==> src/rtl/div_unit_pkg.sv <==
// Shared encodings for the execute-stage divider: FSM states, handshake
// levels and the ALU control codes that select DIV/DIVU.
package div_unit_pkg;

    typedef enum logic [1:0] {
        DIV_FREE   = 2'b00,
        DIV_BYZERO = 2'b01,
        DIV_ON     = 2'b10,
        DIV_END    = 2'b11
    } div_state_t;

    localparam logic DIV_RESULT_READY     = 1'b1;
    localparam logic DIV_RESULT_NOT_READY = 1'b0;
    localparam logic DIV_START            = 1'b1;
    localparam logic DIV_STOP             = 1'b0;

    localparam logic [7:0] DIV_CONTROL  = 8'b0001_1010;
    localparam logic [7:0] DIVU_CONTROL = 8'b0001_1011;

    function automatic logic [31:0] abs32(input logic [31:0] v);
        return v[31] ? (~v + 32'd1) : v;
    endfunction

endpackage

==> src/rtl/div_unit.sv <==
// Radix-2 restoring divider, one quotient bit per cycle, with the
// start/ready handshake to the hazard unit and flush (annul) abort.
module div_unit
    import div_unit_pkg::*;
(
    input  logic        clk,
    input  logic        rst,
    input  logic        start,
    input  logic        signed_div,
    input  logic [31:0] opdata1,
    input  logic [31:0] opdata2,
    input  logic        annul,
    output logic [63:0] result,
    output logic        ready
);

    div_state_t  state, state_nxt;
    logic [5:0]  cnt;
    logic [64:0] work;
    logic [31:0] divisor;
    logic        sign_a, sign_b, sd_q;
    logic [63:0] final_res;

    logic [64:0] shifted;
    logic [32:0] diff;
    logic [64:0] step_work;
    logic [31:0] quo_fix, rem_fix;
    logic        last_step, accept, stop;

    assign accept    = start && !annul;
    assign stop      = annul || !start;
    assign last_step = (cnt == 6'd31);

    // Restoring step: a borrow out of the 33-bit subtract means "divisor didn't fit".
    assign shifted   = {work[63:0], 1'b0};
    assign diff      = shifted[64:32] - {1'b0, divisor};
    assign step_work = diff[32] ? shifted : {diff, shifted[31:1], 1'b1};

    assign quo_fix = (sd_q && (sign_a ^ sign_b)) ? (~step_work[31:0] + 32'd1) : step_work[31:0];
    assign rem_fix = (sd_q && sign_a) ? (~step_work[63:32] + 32'd1) : step_work[63:32];

    always_ff @(posedge clk) begin
        if (rst) state <= DIV_FREE;
        else     state <= state_nxt;
    end

    always_comb begin
        state_nxt = state;
        case (state)
            DIV_FREE: begin
                if (accept) state_nxt = (opdata2 == 32'd0) ? DIV_BYZERO : DIV_ON;
            end
            DIV_BYZERO: state_nxt = stop ? DIV_FREE : DIV_END;
            DIV_ON: begin
                if (stop)           state_nxt = DIV_FREE;
                else if (last_step) state_nxt = DIV_END;
            end
            DIV_END: begin
                if (stop) state_nxt = DIV_FREE;
            end
            default: state_nxt = DIV_FREE;
        endcase
    end

    // ready/result are registered one cycle behind entry into END.
    always_ff @(posedge clk) begin
        if (rst) begin
            cnt       <= '0;
            work      <= '0;
            divisor   <= '0;
            sign_a    <= 1'b0;
            sign_b    <= 1'b0;
            sd_q      <= 1'b0;
            final_res <= '0;
            result    <= '0;
            ready     <= DIV_RESULT_NOT_READY;
        end else begin
            case (state)
                DIV_FREE: begin
                    final_res <= '0;
                    result    <= '0;
                    ready     <= DIV_RESULT_NOT_READY;
                    if (accept && opdata2 != 32'd0) begin
                        work    <= {33'd0, signed_div ? abs32(opdata1) : opdata1};
                        divisor <= signed_div ? abs32(opdata2) : opdata2;
                        sign_a  <= opdata1[31];
                        sign_b  <= opdata2[31];
                        sd_q    <= signed_div;
                        cnt     <= '0;
                    end
                end
                DIV_ON: begin
                    result <= '0;
                    ready  <= DIV_RESULT_NOT_READY;
                    if (stop) begin
                        work <= '0;
                        cnt  <= '0;
                    end else begin
                        work <= step_work;
                        cnt  <= cnt + 6'd1;
                        if (last_step) final_res <= {rem_fix, quo_fix};
                    end
                end
                DIV_END: begin
                    if (stop) begin
                        result <= '0;
                        ready  <= DIV_RESULT_NOT_READY;
                    end else begin
                        result <= final_res;
                        ready  <= DIV_RESULT_READY;
                    end
                end
                default: begin
                    result <= '0;
                    ready  <= DIV_RESULT_NOT_READY;
                end
            endcase
        end
    end

endmodule

==> config.mk <==
export PLATFORM = sky130hd
export DESIGN_NAME = div_unit
export DESIGN_NICKNAME = d
export VERILOG_FILES = /design/src/rtl/div_unit_pkg.sv /design/src/rtl/div_unit.sv
export SDC_FILE = /design/constraint.sdc
export NUM_CORES = 1
export LEC_CHECK = 0
export ABC_CLOCK_PERIOD_IN_PS = 5720
export CAP_MARGIN = 20
export CORE_MARGIN = 10
export CORE_UTILIZATION = 65
export CTS_CLUSTER_DIAMETER = 60
export DETAILED_ROUTE_END_ITERATION = 6
export DONT_BUFFER_PORTS = 1
export PLACE_DENSITY = 0.86
export SLEW_MARGIN = 10
export SYNTH_ARGS = -nofsm -noshare
export SYNTH_HDL_FRONTEND = slang
export SYNTH_SLANG_ARGS = --single-unit
==> constraint.sdc <==
create_clock -name clk -period 5.72 [get_ports clk]
set_input_delay 0.572 -clock clk [delete_from_list [all_inputs] [get_ports clk]]
set_output_delay 0.572 -clock clk [all_outputs]
set_load 0.02 [all_outputs]
==> results.cfg, run 1 <==
[finish]
final_cells = 1880
final_nets = 1701
n_fill_cell = 1633
area_delta_synth_final_pct = 6.809
antenna_cells = 0
layout-drive-gt1-share_pct = 5.280

[placement]
dpl.cell_count = 1832
dp_hpwl_um = 27220
port_buffers = 0
gp_congestion = 0.9670

[clock_tree]
cts_buffers = 26
cts_setup_buffers = 0
clk_pin_slew_worst_paths_ps = 60
root_buffer = clkbuf_16
worstSkewPairLatency_ps = 540
h-tree-depth = 1
ctsResizeCount = 0
ctsHoldBuffers = 0
cts_sinks = 236
cts_buffer_depth = 3
tritoncts = built

[global_routing]
gr-total-overflow = 0
grt_max_degree = 136
grt_pass1_wl_um = 58400
antenna_found_initial = 0
grt_use_total_pct = 26.37
first_global_vias = 11065

[synthesis]
syn_nets = 1755
synth_seq_cells = 236
synthCells = 1645
synth.most_common_cell = dfxtp_1
netlist_area_um2 = 13270
yosys.area.top_type = dfxtp_1
synth_area_leaders = dfxtp_1 (36%), nor2_1 (6.5%), xnor2_1 (5.1%)
synthFlopType = dfxtp_1
netlist-cell-type-count = 77
yosys_warnings = 0
avgSynthCellArea_um2 = 8.065
synth_edf_count = 0
synth_top_area_share_pct = 35.61
ys_seq_area_share_pct = 35.61
async_flop_share_pct = 0
synth_common_cells = dfxtp_1 (236), nor2_1 (229), nand2_1 (116)

[min_path]
hold_depth = 1
worstHoldStart = rst
min_path_type = primary input to register
hold_path_end = final_res[20]

[setup_path]
cp-end-kind = register
rr_startpoint = work[31]
r2r_end = final_res[62]
ff2ff_path_depth = 24
crit_path_start = work[31]
crit_type = register to register
critPathArrivalTime_ps = 5510
ff2ff_setup_slack_ps = 590
start_kind = register
worstPathRequired_ps = 6100
path_max_fanout = 9

[die]
die-area_um2 = 26530
start_util_pct = 65.78
die_y_um = 162.9
io-pin-count = 134
std_cell_rows = 52
die_x_um = 162.9
core_um2 = 20170

[power]
vdd_drop_max_uv = 316.4
p_per_area_nw_per_um2 = 387.1
p_leak_nw = 5.386

[timing]
hold_ws_ps = 135.1
max_freq_ghz = 0.1949
hold_viol = 0
min_period_over_period_pct = 89.69
fin_tns_setup_ps = 0
rsz0062_at_grt = false
period_needed_ps = 5130
slew_viol_final = 0
relSlewSlack_pct = 39.15
setup_viol = 0
clock_skew_ps = 12.58
worst_slew_pin_slew_ps = 912.8

[outcome]
status = finished, final reports clean

[detailed_routing]
num_vias = 12094
drc = 0
drtAntennaViolNets = 0
avgViaCountPerCell = 6.433
drt_iter0_markers = 1649
wl_per_cell_um = 19.69
drt-pass1-iter-count = 6
wl_um = 37010

[run]
maxCapViolCount = 0
layer usage:
layer / share of wire [%] / vias to the layer above / global-route usage [%]
li1: - / 5748 / -
met1: 43 / 5529 / 38.65
met2: 42 / 733 / 38.19
met3: 12 / 84 / 5.966
met4: 2.4 / 0 / 6.352
met5: 0 / - / 0
sequential cells by signal (all words and copies together) (netlist names):
register   cells
sd_q           1
cnt            6
ready          1
sign_b         1
state          2
final_res     64
divisor       32
result        64
sign_a         1
work          64
cells in the final DEF (no fill, tap or decap), types with 5 or more instances in the layout:
cell | Yosys | final
a211o_1 | 5 | 5
a211oi_1 | 43 | 43
a21o_1 | 17 | 17
a21oi_1 | 104 | 103
a221o_1 | 6 | 6
a221oi_1 | 26 | 26
a22o_1 | 5 | 5
a22oi_1 | 44 | 44
a31oi_1 | 18 | 18
a32oi_1 | 5 | 5
and2_1 | 77 | 77
and3_1 | 6 | 6
buf_4 | 2 | 14
clkbuf_1 | 76 | 9
clkbuf_16 | 0 | 26
dfxtp_1 | 236 | 236
ha_1 | 40 | 40
inv_1 | 53 | 53
mux2_2 | 6 | 6
mux2i_1 | 24 | 24
nand2_1 | 116 | 116
nand2b_1 | 12 | 12
nand3_1 | 20 | 20
nand4_1 | 11 | 11
nor2_1 | 229 | 228
nor2b_1 | 8 | 7
nor3_1 | 49 | 49
nor4_1 | 22 | 22
o21a_1 | 12 | 12
o21ai_0 | 86 | 86
o21ai_1 | 7 | 6
o21bai_1 | 6 | 6
o31ai_1 | 20 | 20
o41ai_1 | 10 | 10
or3_1 | 13 | 13
or4_1 | 10 | 10
xnor2_1 | 78 | 78
xor2_1 | 63 | 63
area by class of cell:
type | instances | area (um2) | share of cell area (%)
multi-input cells | 1257 | 7955 | 56.14
flip-flops and latches | 236 | 4725 | 33.34
clock buffers | 38 | 725.7 | 5.121
well taps | 270 | 337.8 | 2.384
inverters | 55 | 206.4 | 1.457
repair buffers | 15 | 120.1 | 0.8477
clock inverters | 9 | 100.1 | 0.7064
critical path, cell delays in order (launching register included):
cell and delay (ps):
dfxtp_1 350, inv_1 70, ha_1 150, inv_1 50, fa_1 410, a211oi_2 290
o211ai_2 210, and3_4 210, o2111ai_1 260, a21oi_2 170, nor2_4 300, inv_2 80
o21ai_0 350, inv_1 80, ha_1 260, nand2_1 120, nor2_1 40, o21ai_0 60
o41ai_1 110, a2111oi_0 620, buf_4 230, nor4_1 70, a41oi_1 240, xnor2_1 150
o21ai_0 80
worst max path at each step:
stage                          endpoint  slack, ps  cells past startpoint
final                     final_res[62]        590                     24
after global routing      final_res[62]         10                     24
after CTS                 final_res[26]        690                     21
after detailed placement  final_res[26]        730                     21
after global placement    final_res[26]        970                     21
after floorplan           final_res[62]        790                     27
metrics by stage:
step	instance area, um2	utilization (%)	setup slack [ps]	total power, mW
2_1_floorplan	13270	-	786.9	3.359
3_3_place_gp	13330	66.09	969.8	3.780
3_5_place_dp	13330	66.09	726.5	3.824
4_1_cts	14150	70.18	687.5	5.428
5_1_grt	14170	70.25	14.72	5.741
6_report	14170	70.25	589.8	5.485
report_power, final:
group          internal, mW  switching [mW]  total (mW)  leakage, nW
Combinational         0.660            1.27        1.93         3.08
Clock                 0.932           0.679        1.61        0.396
Sequential             1.77           0.173        1.94         1.91
kinds of logic after synthesis:
family	share of synthesized area (%)
adder cells (fa/ha/maj)	3.923
buffers and inverters	4.574
flip-flops	35.61
multiplexers	2.320
AND/OR/NAND/NOR	21.40
AO/OA/AOI/OAI	22.86
XOR/XNOR	9.309
Note: power is estimated with default switching activity, not from simulation.
==> run 2, diff against run 1 <==
Settings changed: ABC_AREA from default to 1, BUFFER_PORTS_ARGS from default to -buffer_cell sky130_fd_sc_hd__buf_2, CORE_UTILIZATION 65 to 61, DONT_BUFFER_PORTS 1 to default, PLACE_DENSITY 0.86 to 0.87.
==> run 2 against run 1 <==
Compared with the run above:
- final cell count increased by 44%
- clock-buffer cell count decreased by 7
- highest routed layer unchanged
- critical path type unchanged
- global-route usage increased by 0.30 points
- critical endpoint is now final_res[30]
==> results.cfg, run 2 <==
[min_path]
worstHoldStart = rst
min_path_type = primary input to register

[die]
io-pin-count = 134
std_cell_rows = 56
die-area_um2 = 30320
start_util_pct = 61.92
core_um2 = 23400
die_y_um = 174.1
die_x_um = 174.1

[clock_tree]
cts_setup_buffers = 0
cts_buffers = 25
ctsHoldBuffers = 0
root_buffer = clkbuf_16
cts_sinks = 236
worstSkewPairLatency_ps = 550
clk_pin_slew_worst_paths_ps = 60
cts_buffer_depth = 3
tritoncts = built
ctsResizeCount = 0
h-tree-depth = 1

[setup_path]
r2r_end = final_res[30]
cp-end-kind = register
ff2ff_setup_slack_ps = 1390
start_kind = register
critPathArrivalTime_ps = 4800
ff2ff_path_depth = 28
cp_common_cell = nand2_1
crit_end = final_res[30]
rr_startpoint = work[31]
path_max_fanout = 31
crit_path_top_delay_cell = fa_1
worstPathRequired_ps = 6200
crit_type = register to register
slowest_delay_ps = 410
crit_path_start = work[31]

[placement]
port_buffers = 133
gp_congestion = 0.9996
dp_hpwl_um = 32260
dpl.cell_count = 2659

[timing]
relSlewSlack_pct = 28.77
slew_viol_final = 0
clock_skew_ps = 28.75
max_freq_ghz = 0.2311
period_needed_ps = 4328
fin_tns_setup_ps = 0
worst_slew_pin_slew_ps = 1068
setup_viol = 0
min_period_over_period_pct = 75.66
rsz0062_at_grt = false
hold_viol = 0

[detailed_routing]
drc = 0
wl_um = 42770
avgViaCountPerCell = 5.554
drt_iter0_markers = 1877
wl_per_cell_um = 15.81
drt-pass1-iter-count = 7
num_vias = 15029
drtAntennaViolNets = 0

[synthesis]
synth.most_common_cell = nand2_1
netlist-cell-type-count = 53
avgSynthCellArea_um2 = 6.344
synth_common_cells = nand2_1 (581), inv_1 (323), nor2_1 (247)
synth_top_area_share_pct = 32.61
synth_area_leaders = dfxtp_1 (33%), nand2_1 (15%), inv_1 (8.4%)
ys_seq_area_share_pct = 32.61
yosys.area.top_type = dfxtp_1
synth_edf_count = 0
synthCells = 2284
netlist_area_um2 = 14490
synth_seq_cells = 236
yosys_warnings = 0
synthFlopType = dfxtp_1
async_flop_share_pct = 0
syn_nets = 2394

[finish]
final_nets = 2479
final_cells = 2706
final_cell_mix = nand2_1 (581), inv_1 (322), nor2_1 (245)
layout_commonest_cell = nand2_1
layout-drive-gt1-share_pct = 11.44
n_fill_cell = 2077
area_delta_synth_final_pct = 11.61
antenna_cells = 0
top_regs = final_res: 64 flops, result: 64 flops, work: 64 flops

[run]
maxCapViolCount = 0

[global_routing]
first_global_vias = 13685
antenna_found_initial = 0
grt_use_total_pct = 26.67
grt_pass1_wl_um = 68880
grt_max_degree = 100
gr-total-overflow = 0

[power]
power.internal_mw = 3.575
p_per_area_nw_per_um2 = 385.6
p_leak_nw = 7.753
pwr-share-clk_pct = 27.3
p_sw_share_pct = 42.67
vdd_drop_max_uv = 336.0
seqPwrFrac_pct = 31.5
power.switching_mw = 2.661
p_comb_share_pct = 41.2

[outcome]
status = finished, final reports clean
## run 2: cell types whose count changed after synthesis, sizes merged, moves of 33 or more
cell	previous run	this run
a22oi	44	0
xnor2	78	17
a21oi	107	226
nand2	116	612
and2	77	1
nand3	20	141
a211oi	44	7
inv	54	333
nor2	230	263
## run 2: cell type report
type / count / area [um2] / share of cell area (%)
Clock buffer: 31 / 678.2 / 4.193
Clock inverter: 14 / 192.7 / 1.191
Inverter: 335 / 1257 / 7.776
Multi-Input combinational cell: 1627 / 8137 / 50.31
Sequential cell: 236 / 4725 / 29.21
Tap cell: 319 / 399.1 / 2.468
Timing Repair Buffer: 144 / 783.3 / 4.843
## run 2: metal layers
layer / part of all wire, % / wire length [um] / vias up / global-route usage [%]
met3: 10 / 4378 / 94 / 5.244
met4: 2.5 / 1077 / 0 / 6.662
met5: 0 / 0 / - / 0
li1: - / - / 7460 / -
met2: 42 / 18160 / 716 / 41.04
met1: 45 / 19150 / 6759 / 37.40
## run 2: per-stage QoR
step / hold WS, ps / worst slack [ps] / instance area [um2] / util [%] / power (mW)
after floorplan: 405.1 / 2236 / 14490 / - / 3.857
after global placement: 416.9 / 1323 / 15250 / 65.15 / 4.404
after detailed placement: 418.7 / 1120 / 15260 / 65.21 / 4.459
after CTS: 262.1 / 1459 / 16130 / 68.93 / 6.147
after global routing: 278.7 / 952.6 / 16170 / 69.10 / 6.616
final: 259.8 / 1392 / 16170 / 69.10 / 6.236
## run 2: worst min path at each step
stage          cells after the start          to  slack (ps)
2_1_floorplan                      2  result[12]         410
4_1_cts                            2    work[17]         260
5_1_grt                            2    work[17]         280
6_report                           2    work[17]         260
3_3_place_gp                       2  result[20]         420
3_5_place_dp                       2  result[13]         420
## run 2: critical path, delay by kind of cell, from the launching register on
family                     cells  cell delay [ps]
DFF                            1              310
and+or+nand+nor               18             2380
adders and majority gates      3              820
AOI/OAI and AO/OA              4              480
buffers and inverters          3              260
## run 2: kinds of logic after synthesis
| family | after synthesis | share of synthesized area [%] |
|---|---|---|
| xor gates and xnor gates | 58 | 3.506 |
| adders and majority gates | 41 | 3.592 |
| buffers and inverters | 421 | 11.39 |
| DFF | 236 | 32.61 |
| AOI/OAI and AO/OA | 412 | 15.54 |
| and+or+nand+nor | 1116 | 33.37 |
## run 2: power groups by stage
stage | clock (mW) | sequential [mW] | combinational, mW
2_1_floorplan | 0 | 1.92 | 1.94
3_3_place_gp | 0 | 1.98 | 2.42
3_5_place_dp | 0 | 1.99 | 2.47
4_1_cts | 1.71 | 1.95 | 2.49
5_1_grt | 1.78 | 1.98 | 2.85
6_report | 1.70 | 1.97 | 2.57
